==> config.mk <==
export PLATFORM = sky130hd
export DESIGN_NAME = mic_ram_writer
export DESIGN_NICKNAME = d
export VERILOG_FILES = /design/src/rtl/mic_ram_pkg.sv /design/src/rtl/mic_rr_arbiter.sv /design/src/rtl/mic_ram_writer.sv
export SDC_FILE = /design/constraint.sdc
export NUM_CORES = 1
export LEC_CHECK = 0
export CORE_MARGIN = 4
export CORE_UTILIZATION = 45
export DETAILED_ROUTE_END_ITERATION = 10
export MAX_ROUTING_LAYER = met4
export PLACE_DENSITY_LB_ADDON = 0.2
export SYNTH_ARGS = -nofsm -noshare
export SYNTH_HDL_FRONTEND = slang
export SYNTH_HIERARCHICAL = 1
export SYNTH_SLANG_ARGS = --single-unit
==> constraint.sdc <==
create_clock -name clk -period 2.4 [get_ports clk]
set_input_delay 0.24 -clock clk [delete_from_list [all_inputs] [get_ports clk]]
set_output_delay 0.24 -clock clk [all_outputs]
set_load 0.1 [all_outputs]
==> src/rtl/mic_ram_pkg.sv <==
// mic_ram_pkg
// Shared definitions for the microphone RAM writer:
//   - state_e      : write-scheduler states (FILL, STALL, HDR)
//   - HDR_MAGIC    : marker placed in the upper half of a half-buffer header word
//   - field widths : layout of the packed 32-bit RAM word
//   - pack_sample / pack_header : build the two kinds of RAM word
package mic_ram_pkg;

    typedef enum logic [1:0] {
        ST_FILL  = 2'd0,
        ST_STALL = 2'd1,
        ST_HDR   = 2'd2
    } state_e;

    localparam logic [15:0] HDR_MAGIC = 16'hA5A5;

    localparam int SAMPLE_W = 16;
    localparam int SEQ_W    = 8;
    localparam int MIC_ID_W = 4;
    localparam int WORD_W   = 32;

    // {frame_seq, 4'd0, mic_id, sample}
    function automatic logic [WORD_W-1:0] pack_sample(
        input logic [SEQ_W-1:0]    seq,
        input logic [MIC_ID_W-1:0] mic_id,
        input logic [SAMPLE_W-1:0] sample
    );
        return {seq, 4'd0, mic_id, sample};
    endfunction

    // {magic, 8'd0, frame_seq}
    function automatic logic [WORD_W-1:0] pack_header(
        input logic [SEQ_W-1:0] seq
    );
        return {HDR_MAGIC, 8'd0, seq};
    endfunction

endpackage

==> src/rtl/mic_rr_arbiter.sv <==
// mic_rr_arbiter
// N-wide round-robin arbiter. The search starts at the channel after the
// last one granted; at most one grant per cycle.
// Ports:
//   clk      : clock
//   srst_i   : synchronous active-high reset (pointer back to channel 0)
//   en_i     : grant allowed this cycle
//   req_i    : request vector (one bit per channel)
//   gnt_o    : one-hot grant
//   idx_o    : encoded index of the granted channel
//   any_o    : a grant was issued this cycle
module mic_rr_arbiter #(
    parameter int N     = 2,
    parameter int IDX_W = 1
) (
    input  logic             clk,
    input  logic             srst_i,
    input  logic             en_i,
    input  logic [N-1:0]     req_i,
    output logic [N-1:0]     gnt_o,
    output logic [IDX_W-1:0] idx_o,
    output logic             any_o
);

    logic [IDX_W-1:0] ptr_q;
    logic [IDX_W-1:0] ptr_d;
    logic [IDX_W:0]   cand;

    // Walk the channels in order ptr, ptr+1, ... (mod N); first requester wins.
    always_comb begin
        gnt_o = '0;
        idx_o = '0;
        any_o = 1'b0;
        cand  = '0;
        for (int k = 0; k < N; k++) begin
            cand = {1'b0, ptr_q} + (IDX_W+1)'(k);
            if (cand >= (IDX_W+1)'(N)) begin
                cand = cand - (IDX_W+1)'(N);
            end
            if (!any_o && en_i && req_i[cand[IDX_W-1:0]]) begin
                any_o                    = 1'b1;
                gnt_o[cand[IDX_W-1:0]]   = 1'b1;
                idx_o                    = cand[IDX_W-1:0];
            end
        end
    end

    always_comb begin
        ptr_d = ptr_q;
        if (any_o) begin
            ptr_d = (idx_o == IDX_W'(N-1)) ? '0 : idx_o + 1'b1;
        end
    end

    always_ff @(posedge clk) begin
        if (srst_i) begin
            ptr_q <= '0;
        end else begin
            ptr_q <= ptr_d;
        end
    end

endmodule

==> src/rtl/mic_ram_writer.sv <==
// mic_ram_writer
// Captures 16-bit decimation-filter outputs from MIC_N microphones,
// round-robin schedules them onto a single RAM write port and fills the RAM
// as two ping-pong half-buffers handed to the CPU with a ready/ack handshake.
// Optional feature: define MIC_RAM_WRITER_HEADER_EN to put a header word
// {16'hA5A5, 8'd0, frame_seq} at index 0 of every half-buffer.
// Ports:
//   clk, reset        : clock, synchronous active-high reset
//   enable            : capture enable; low = new samples ignored
//   mic_data          : channel j at [16j+15:16j]
//   mic_valid         : per-channel sample strobe
//   frame_ack         : one-cycle pulse, bit h releases half h
//   ram_address       : {half, index}
//   ram_chipselect    : mirrors ram_write
//   ram_write         : one-cycle write strobe
//   ram_writedata     : packed word
//   ram_byteenable    : always 4'hF
//   frame_ready       : bit h = half h full, awaiting ack
//   drop_count        : saturating count of discarded samples
//   overflow          : sticky, set on the first drop
module mic_ram_writer
    import mic_ram_pkg::*;
#(
    parameter int MIC_N  = 2,
    parameter int ADDR_W = 10
) (
    input  logic                  clk,
    input  logic                  reset,
    input  logic                  enable,
    input  logic [16*MIC_N-1:0]   mic_data,
    input  logic [MIC_N-1:0]      mic_valid,
    input  logic [1:0]            frame_ack,
    output logic [ADDR_W-1:0]     ram_address,
    output logic                  ram_chipselect,
    output logic                  ram_write,
    output logic [31:0]           ram_writedata,
    output logic [3:0]            ram_byteenable,
    output logic [1:0]            frame_ready,
    output logic [15:0]           drop_count,
    output logic                  overflow
);

    localparam int IW = ADDR_W - 1;
    localparam int GW = (MIC_N > 1) ? $clog2(MIC_N) : 1;
    localparam logic [IW-1:0] IDX_LAST = '1;

`ifdef MIC_RAM_WRITER_HEADER_EN
    localparam state_e ENTRY_ST = ST_HDR;
`else
    localparam state_e ENTRY_ST = ST_FILL;
`endif

    state_e                state_q, state_d;
    logic                  cur_half_q, cur_half_d;
    logic [IW-1:0]         idx_q, idx_d;
    logic [SEQ_W-1:0]      seq_q, seq_d;
    logic [1:0]            ready_q, ready_d;
    logic                  wr_q, wr_d;
    logic [ADDR_W-1:0]     addr_q, addr_d;
    logic [WORD_W-1:0]     wdata_q, wdata_d;
    logic [15:0]           drop_count_q, drop_count_d;
    logic                  overflow_q, overflow_d;

    logic [MIC_N-1:0]      pend_q, pend_d;
    logic [SAMPLE_W-1:0]   hold_q [MIC_N];
    logic [SAMPLE_W-1:0]   sample_in [MIC_N];

    logic [MIC_N-1:0]      new_valid;
    logic [MIC_N-1:0]      drop_vec;
    logic [MIC_N-1:0]      gnt;
    logic [GW-1:0]         gnt_idx;
    logic                  gnt_any;
    logic                  arb_en;
    logic                  stall_drop;
    logic                  other_free;
    logic [4:0]            drop_n;
    logic [16:0]           drop_sum;

    assign new_valid = mic_valid & {MIC_N{enable}};
    // The header cycle owns the write port, so nothing is granted then.
    assign arb_en    = (state_q != ST_HDR);

    mic_rr_arbiter #(
        .N     (MIC_N),
        .IDX_W (GW)
    ) u_arb (
        .clk    (clk),
        .srst_i (reset),
        .en_i   (arb_en),
        .req_i  (pend_q),
        .gnt_o  (gnt),
        .idx_o  (gnt_idx),
        .any_o  (gnt_any)
    );

    // Per-channel slicing and overwrite-drop detection. A new sample on a
    // channel whose pending sample is being granted this cycle is not a drop.
    for (genvar gi = 0; gi < MIC_N; gi++) begin : g_chan
        assign sample_in[gi] = mic_data[SAMPLE_W*gi +: SAMPLE_W];
        assign drop_vec[gi]  = new_valid[gi] & pend_q[gi] & ~gnt[gi];
    end

    assign pend_d = new_valid | (pend_q & ~gnt);

    always_ff @(posedge clk) begin
        if (reset) begin
            pend_q <= '0;
            for (int j = 0; j < MIC_N; j++) begin
                hold_q[j] <= '0;
            end
        end else begin
            pend_q <= pend_d;
            for (int j = 0; j < MIC_N; j++) begin
                if (new_valid[j]) begin
                    hold_q[j] <= sample_in[j];
                end
            end
        end
    end

    // Write scheduler
    always_comb begin
        state_d    = state_q;
        cur_half_d = cur_half_q;
        idx_d      = idx_q;
        seq_d      = seq_q;
        ready_d    = ready_q & ~frame_ack;
        wr_d       = 1'b0;
        addr_d     = addr_q;
        wdata_d    = wdata_q;
        stall_drop = 1'b0;
        // An ack arriving this cycle already frees the other half.
        other_free = ~ready_d[~cur_half_q];

        case (state_q)
            ST_FILL: begin
                if (gnt_any) begin
                    wr_d    = 1'b1;
                    addr_d  = {cur_half_q, idx_q};
                    wdata_d = pack_sample(seq_q, MIC_ID_W'(gnt_idx), hold_q[gnt_idx]);
                    idx_d   = idx_q + 1'b1;
                    if (idx_q == IDX_LAST) begin
                        // Setting the ready bit overrides a same-cycle ack.
                        ready_d[cur_half_q] = 1'b1;
                        seq_d               = seq_q + 8'd1;
                        if (other_free) begin
                            cur_half_d = ~cur_half_q;
                            idx_d      = '0;
                            state_d    = ENTRY_ST;
                        end else begin
                            state_d    = ST_STALL;
                        end
                    end
                end
            end

            ST_STALL: begin
                stall_drop = gnt_any;
                if (other_free) begin
                    cur_half_d = ~cur_half_q;
                    idx_d      = '0;
                    state_d    = ENTRY_ST;
                end
            end

`ifdef MIC_RAM_WRITER_HEADER_EN
            ST_HDR: begin
                wr_d    = 1'b1;
                addr_d  = {cur_half_q, {IW{1'b0}}};
                wdata_d = pack_header(seq_q);
                idx_d   = {{(IW-1){1'b0}}, 1'b1};
                state_d = ST_FILL;
            end
`endif

            default: begin
                state_d = ENTRY_ST;
            end
        endcase
    end

    // Several drops can happen in one cycle (one per channel plus a stalled grant).
    always_comb begin
        drop_n = '0;
        for (int j = 0; j < MIC_N; j++) begin
            drop_n = drop_n + 5'(drop_vec[j]);
        end
        drop_n       = drop_n + 5'(stall_drop);
        drop_sum     = {1'b0, drop_count_q} + 17'(drop_n);
        drop_count_d = drop_sum[16] ? 16'hFFFF : drop_sum[15:0];
        overflow_d   = overflow_q | (drop_n != 5'd0);
    end

    always_ff @(posedge clk) begin
        if (reset) begin
            state_q      <= ENTRY_ST;
            cur_half_q   <= 1'b0;
            idx_q        <= '0;
            seq_q        <= '0;
            ready_q      <= '0;
            wr_q         <= 1'b0;
            addr_q       <= '0;
            wdata_q      <= '0;
            drop_count_q <= '0;
            overflow_q   <= 1'b0;
        end else begin
            state_q      <= state_d;
            cur_half_q   <= cur_half_d;
            idx_q        <= idx_d;
            seq_q        <= seq_d;
            ready_q      <= ready_d;
            wr_q         <= wr_d;
            addr_q       <= addr_d;
            wdata_q      <= wdata_d;
            drop_count_q <= drop_count_d;
            overflow_q   <= overflow_d;
        end
    end

    assign ram_address    = addr_q;
    assign ram_write      = wr_q;
    assign ram_chipselect = wr_q;
    assign ram_writedata  = wdata_q;
    assign ram_byteenable = 4'hF;
    assign frame_ready    = ready_q;
    assign drop_count     = drop_count_q;
    assign overflow       = overflow_q;

endmodule
==> out/metrics.yaml, run 1 <==
outcome:
  status: "finished, violations left"
  violations: "setup timing"
pwr:
  power_density_nw_per_um2: 615.2
  power_mw: 3.642
  power.leakage_nw: 2.239
  ir_drop_v: 0.0003614
routing:
  via_count: 3546
  first_pass_iters: 4
  drtAntennaViolNets: 0
  wl_mm: 9.537
  wl_per_cell_um: 13.49
  drt_iter0_markers: 136
  avgViaCountPerCell: 5.016
  route.detailed.drc: 0
logic_synthesis:
  synth-edff-count: 32
  ys.flop_type: "dfxtp_1"
  synth.most_common_cell: "dfxtp_1"
  synthTopCellsByArea: "dfxtp_1 (33%), edfxtp_1 (21%), a21oi_1 (5.5%)"
  ys_seq_elements: 109
  syn_inst: 463
  synth_cell_types: 50
  synth_top_cell_by_area: "dfxtp_1"
  synth_warnings: 22
  async_flop_share_pct: 0
  yosysSeqAreaShare_pct: 53.88
  synth_top_area_share_pct: 33.19
  syn_area_um2: 4644
  synth_common_cells: "dfxtp_1 (77), nand2_1 (55), a21oi_1 (51)"
  avgSynthCellArea_um2: 10.03
finish:
  drive_gt1_share_pct: 22.82
  final_nets: 615
  area_delta_synth_final_pct: 27.48
  fin_util_pct: 59.75
  diodes: 0
floorplanning:
  start_util_pct: 46.87
  core_um2: 9910
  rows: 36
  die_w_um: 109.6
  design.portCount: 106
  die_h_um: 109.6
  die_area_um2: 12010
placement:
  gp_congestion: 0.7754
  hpwlAfterDp_mm: 6.605
  portBuffers: 94
timing:
  tightest_slew_ns: 0.7393
  setup_violations: 1
  setup_ws_ns: -0.04367
  finClkSkew_ns: 0.01729
  slew_violations: 0
  finalHoldViolCount: 0
  rsz0062_at_grt: "true"
  period_share_pct: 101.8
  slew_headroom_pct: 50.71
  fin_crit_ns: 2.444
  fmax_ghz: 0.4092
global_routing:
  use_met3_pct: 3.347
  grt_pass1_vias: 3288
  grt_max_degree: 72
  grt_usage_pct: 16.38
  use_met2_pct: 25.54
  grt_pass1_wl_mm: 15.19
  gr-usage-met1_pct: 21.43
  busiest_layer: "met2"
  grt_antenna_before_repair: 0
  gr-total-overflow: 0
clock_network:
  clock-root-buffer: "clkbuf_8"
  clockBufferDepth: 2
  htreeDepth: 3
  clk_latency_ns: 0.37
  cts_inserted_buffers: 9
  cts_tree: "built"
  clock_sinks: 109
  path_clk_slew_ns: 0.11
worst_hold_path:
  hp-class: "input port to register"
worst_setup_path:
  crit_fanout: 7
  cp.required_ns: 2.67
  cp_num_buf_inv: 0
  path_cells: "o21a_1, and2_4, fa_2, ha_4, fa_2, and3_4, nand3_2, mux2_4"
  arrival_ns: 2.71
  cp_common_cell: "fa_2"
  worst_path_largest_cell_delay_ns: 0.50
  worst_path_max_delay_cell: "fa_2"
  start_kind: "register"
  critical-path-top-delay-family: "adder cells"
  endpoint_kind: "register"
  crit_type: "register to register"
run:
  cap_violations: 0
==> power breakdown <==
| part | leakage, nW | switching (mW) | total, mW | internal [mW] |
|---|---|---|---|---|
| Clock | 0.0916 | 0.631 | 1.05 | 0.420 |
| Combinational | 1.20 | 0.410 | 0.580 | 0.170 |
| Sequential | 0.951 | 0.0374 | 2.01 | 1.97 |
| Total | 2.24 | 1.08 | 3.64 | 2.56 |
==> path summary, 6_finish.rpt <==
check	startpoint	endpoint	slack, ns	cells past startpoint
max	pend_q[0]	drop_count[14]	-0.04	8
min	reset	drop_count[15]	0.24	4
max reg2reg	pend_q[0]	drop_count[14]	-0.04	8
min reg2reg	ram_address[8]	ram_address[8]	0.46	2
==> sequential cells by signal, indices dropped and copies added (netlist names), named ones only <==
signal,flops
cur_half_q,1
drop_count,16
idx_q,9
overflow,1
hold_q,32
frame_ready,2
seq_q,8
state_q,1
ram_chipselect,1
pend_q,2
ram_address,10
ram_writedata,25
==> worst register-to-register path, stage by stage, from the launching register on <==
cell	delay, ns
dfxtp_4	0.38
o21a_1	0.18
and2_4	0.15
fa_2	0.50
ha_4	0.19
fa_2	0.33
and3_4	0.23
nand3_2	0.09
mux2_4	0.30
==> per-layer routing <==
layer	part of all wire (%)	up-vias
li1	-	1804
met1	48	1647
met2	46	87
met3	5.1	8
met4	1.2	0
met5	0	-
==> cells in the final DEF, fill, tap and decap left out, types with 4 or more instances in the layout <==
cell type        synthesis  final
buf_4                   14     81
dfxtp_1                 77     74
nand2_1                 55     53
a21oi_1                 51     47
clkdlybuf4s50_1          0     37
and2_1                  35     34
edfxtp_1                32     32
nor2_1                  32     30
mux2i_1                 16     16
a211oi_1                16     16
conb_1                   2     15
nand3_1                 12     11
clkbuf_8                 0     10
xor2_1                   9      9
o21ai_0                  8      8
nand4_1                  8      8
inv_1                    7      6
and3_1                   6      5
xnor2_1                  5      5
or3_2                    5      5
or3_1                    4      4
a21oi_2                  0      4
ha_1                     5      4
==> kinds of logic (layout without fill, tap and decap cells) <==
family          after synthesis  in the layout  share of synthesized area (%)
compound gates               91             91                          12.20
other cells                   2             15                         0.1617
simple gates                178            179                          19.77
xor+xnor                     14             14                          2.640
flops                       109            109                          53.88
buf+inv                      45            142                          5.361
fa+ha+maj                     7              7                          2.209
mux                          17             17                          3.771
==> what timing repair did <==
action / in CTS / in global routing
setup buffers: 4 / 4
cloned: 0 / 1
pin swaps: 5 / 8
endpoints found under the setup margin: 16 / 16
hold buffers: 0 / 0
resized for setup: 8 / 10
==> per-stage QoR <==
step	cell area (um^2)	hold slack [ns]	worst slack, ns	TNS, ns	cells
floorplan	4713	0.4137	-0.1506	-0.5782	476
global placement	5588	0.4457	-0.3140	-3.574	682
detailed placement	5588	0.4516	-0.3647	-4.419	682
CTS	5836	0.2553	-0.06128	-0.07478	702
global route	5921	0.2689	-0.1106	-0.3115	707
finish	5921	0.2441	-0.04367	-0.04367	707
==> area by class of cell <==
class	count	area (um^2)
Sequential cell	109	2514
Clock inverter	5	45.04
Tap cell	133	166.4
Clock buffer	11	141.4
Fill cell	876	3989
Inverter	7	26.28
Multi-Input combinational cell	323	2044
Timing Repair Buffer	119	983.4
No activity file was read; power rests on OpenSTA's default activity.
==> run 2, diff against run 1 <==
==> constraint.sdc (replaced) <==
create_clock -name clk -period 2.9 [get_ports clk]
set_input_delay 0.29 -clock clk [delete_from_list [all_inputs] [get_ports clk]]
set_output_delay 0.29 -clock clk [all_outputs]
set_load 0.1 [all_outputs]
==> run 2 against run 1 <==
Against the previous run: largest cell class unchanged; fmax shrank 9.0%; highest routed layer unchanged; the flow now finishes without violations; sequential share of layout area grew 1.4 points; die area is the same; largest power group unchanged.
==> out/metrics.yaml, run 2 (synthesis results as in run 1) <==
placement:
  gp_congestion: 0.7571  # -2.4%
  portBuffers: 94  # unchanged
  hpwlAfterDp_mm: 6.512  # -1.4%
  dp_cells: 672  # -1.5%
  dpl_worst_slack_ns: -0.01613  # +0.3486 ns
clock_network:
  cts_inserted_buffers: 9  # unchanged
  cts_tree: "built"
  clk_latency_ns: 0.37  # about the same
  clockBufferDepth: 2  # unchanged
  clock-root-buffer: "clkbuf_8"
  clock_sinks: 109  # unchanged
  htreeDepth: 3  # unchanged
  post_cts_buffers: 0  # -4
  postCtsHoldBufs: 0  # unchanged
  ctsResizeCount: 0  # -8
  path_clk_slew_ns: 0.11  # about the same
global_routing:
  gr-total-overflow: 0  # unchanged
  grt_pass1_wl_mm: 16.11  # +6.0%
  grt_pass1_vias: 3377  # +2.7%
  grt_max_degree: 72  # unchanged
  grt_usage_pct: 17.45  # +1.1 points
  grt_antenna_before_repair: 0  # unchanged
finish:
  largest_reg_flops: 32  # unchanged
  n_fill_cell: 880  # +0.46%
  final_cell_mix: "dfxtp_1 (75), buf_4 (63), nand2_1 (55), a21oi_1 (50), clkdlybuf4s50_1 (37)"
  diodes: 0  # unchanged
  layout.cells.non_filler: 688  # -2.7%
  fin_util_pct: 57.61  # -2.1 points
  top_register: "hold_q"
  area_delta_synth_final_pct: 22.93
  final_nets: 596  # -3.1%
  drive_gt1_share_pct: 17.66  # -5.2 points
  final_common_cell: "dfxtp_1"
timing:
  slew_violations: 0  # unchanged
  fin_crit_ns: 2.686  # +0.2427 ns
  slew_headroom_pct: 45.43  # -5.3 points
  period_share_pct: 92.63  # -9.2 points
  fmax_ghz: 0.3722  # -9.0%
  whs_ns: 0.2727  # +0.02858 ns
  setup_violations: 0  # -1
  setup_ws_ns: 0.2136  # +0.2573 ns
  finClkSkew_ns: 0.01024  # -0.007053 ns
  rsz0062_at_grt: "false"
  finalHoldViolCount: 0  # unchanged
  tightest_slew_ns: 0.8185  # +0.07922 ns
pwr:
  p_clk_share_pct: 30.9  # +2.0 points
  seqPwrFrac_pct: 54.3  # -0.9 points
  power_density_nw_per_um2: 536.2  # -13%
  power.leakage_nw: 2.162  # -3.4%
  ir_drop_v: 0.0002701  # -25%
  p_int_mw: 2.168  # -15%
  pwr-share-comb_pct: 14.7  # -1.2 points
  sw_frac_of_total_pct: 29.19  # -0.42 points
  p_switching_mw: 0.8936  # -17%
worst_setup_path:
  r2r_start: "pend_q[0]"
  arrival_ns: 2.94  # +0.23 ns
  startpoint: "pend_q[0]"
  endpoint_kind: "register"
  ff2ff_path_depth: 10  # +2
  r2r_end: "drop_count[15]"
  crit_fanout: 6  # -1
  crit_end: "drop_count[15]"
  crit_type: "register to register"
  cp.required_ns: 3.16  # +0.49 ns
  start_kind: "register"
  r2r_setup_slack_ns: 0.21  # +0.26 ns
routing:
  drtAntennaViolNets: 0  # unchanged
  wl_per_cell_um: 13.69  # +1.5%
  drt_iter0_markers: 118  # -13%
  route.detailed.drc: 0  # unchanged
  via_count: 3446  # -2.8%
  wl_mm: 9.420  # -1.2%
  avgViaCountPerCell: 5.009  # -0.14%
  first_pass_iters: 4  # unchanged
floorplanning:
  die_w_um: 109.6  # unchanged
  die_area_um2: 12010  # unchanged
  start_util_pct: 46.87  # unchanged
  core_um2: 9910  # unchanged
  die_h_um: 109.6  # unchanged
  rows: 36  # unchanged
  design.portCount: 106  # unchanged
outcome:
  status: "finished, final reports clean"
worst_hold_path:
  hp-class: "input port to register"
run:
  cap_violations: 0  # unchanged
==> run 2: changes by cell type in the layout (fill, tap and decap cells not counted), sizes merged <==
| cell | previous run | this run |
|---|---|---|
| buf | 82 | 64 |
| clkinv | 3 | 4 |
| bufinv | 0 | 1 |
| nand3 | 15 | 14 |
| clkbuf | 11 | 9 |
==> run 2: stage by stage <==
step	setup TNS (ns)	power (mW)	area, um^2
after floorplan	0	2.044	4693
after global placement	0	2.146	5497
after detailed placement	-0.01613	2.153	5497
after CTS	0	3.097	5704
after global routing	0	3.186	5709
final	0	3.061	5709
==> run 2: final cells by class <==
class	instances	area, um^2	share of cell area [%]
well taps	133	166.4	2.915
clock buffers	9	123.9	2.170
flip-flops and latches	109	2505	43.87
repair buffers	101	848.3	14.86
clock inverters	7	83.83	1.468
multi-input cells	322	1956	34.25
inverters	7	26.28	0.4602
==> run 2: power by group through the flow <==
stage / clock (mW) / combinational [mW] / sequential (mW)
final: 0.947 / 0.451 / 1.66
after global routing: 1.03 / 0.483 / 1.67
after CTS: 0.978 / 0.455 / 1.66
after detailed placement: 0 / 0.455 / 1.70
after global placement: 0 / 0.449 / 1.70
after floorplan: 0 / 0.203 / 1.84
==> run 2: how the worst min path moves through the flow <==
stage	startpoint	to	slack, ns	cells past startpoint
after floorplan	seq_q[7]	ram_writedata[31]	0.44	2
after global placement	ram_address[1]	ram_address[1]	0.45	2
after detailed placement	ram_writedata[24]	ram_writedata[24]	0.45	2
after CTS	reset	drop_count[15]	0.27	4
after global routing	reset	state_q[0]	0.30	4
final	reset	drop_count[15]	0.27	4
==> run 2: critical path: stages (launching register included) <==
cell and delay, ns:
dfxtp_2 0.39, nand2_1 0.06, a21oi_1 0.11, nand2b_1 0.14, nor2_1 0.07, fa_1 0.50
ha_1 0.23, fa_1 0.38, and3_2 0.27, o41ai_2 0.35, a21oi_1 0.07
==> run 2: layer usage <==
metal | wire length [um] | part of all wire [%] | vias up | GRT usage (%)
li1 | - | - | 1758 | -
met1 | 4354 | 46 | 1594 | 22.20
met2 | 4428 | 47 | 87 | 27.55
met3 | 536 | 5.7 | 7 | 3.993
met4 | 101 | 1.1 | 0 | 5.966
met5 | 0 | 0 | - | -
==> run 3, diff against run 2 <==
--- a/config.mk
+++ b/config.mk
@@ -14,3 +14,4 @@
 export SYNTH_HDL_FRONTEND = slang
 export SYNTH_HIERARCHICAL = 1
 export SYNTH_SLANG_ARGS = --single-unit
+export TNS_END_PERCENT = 30
==> results of run 3 <==
Final layout, timing and power as in run 2 (identical DEF).
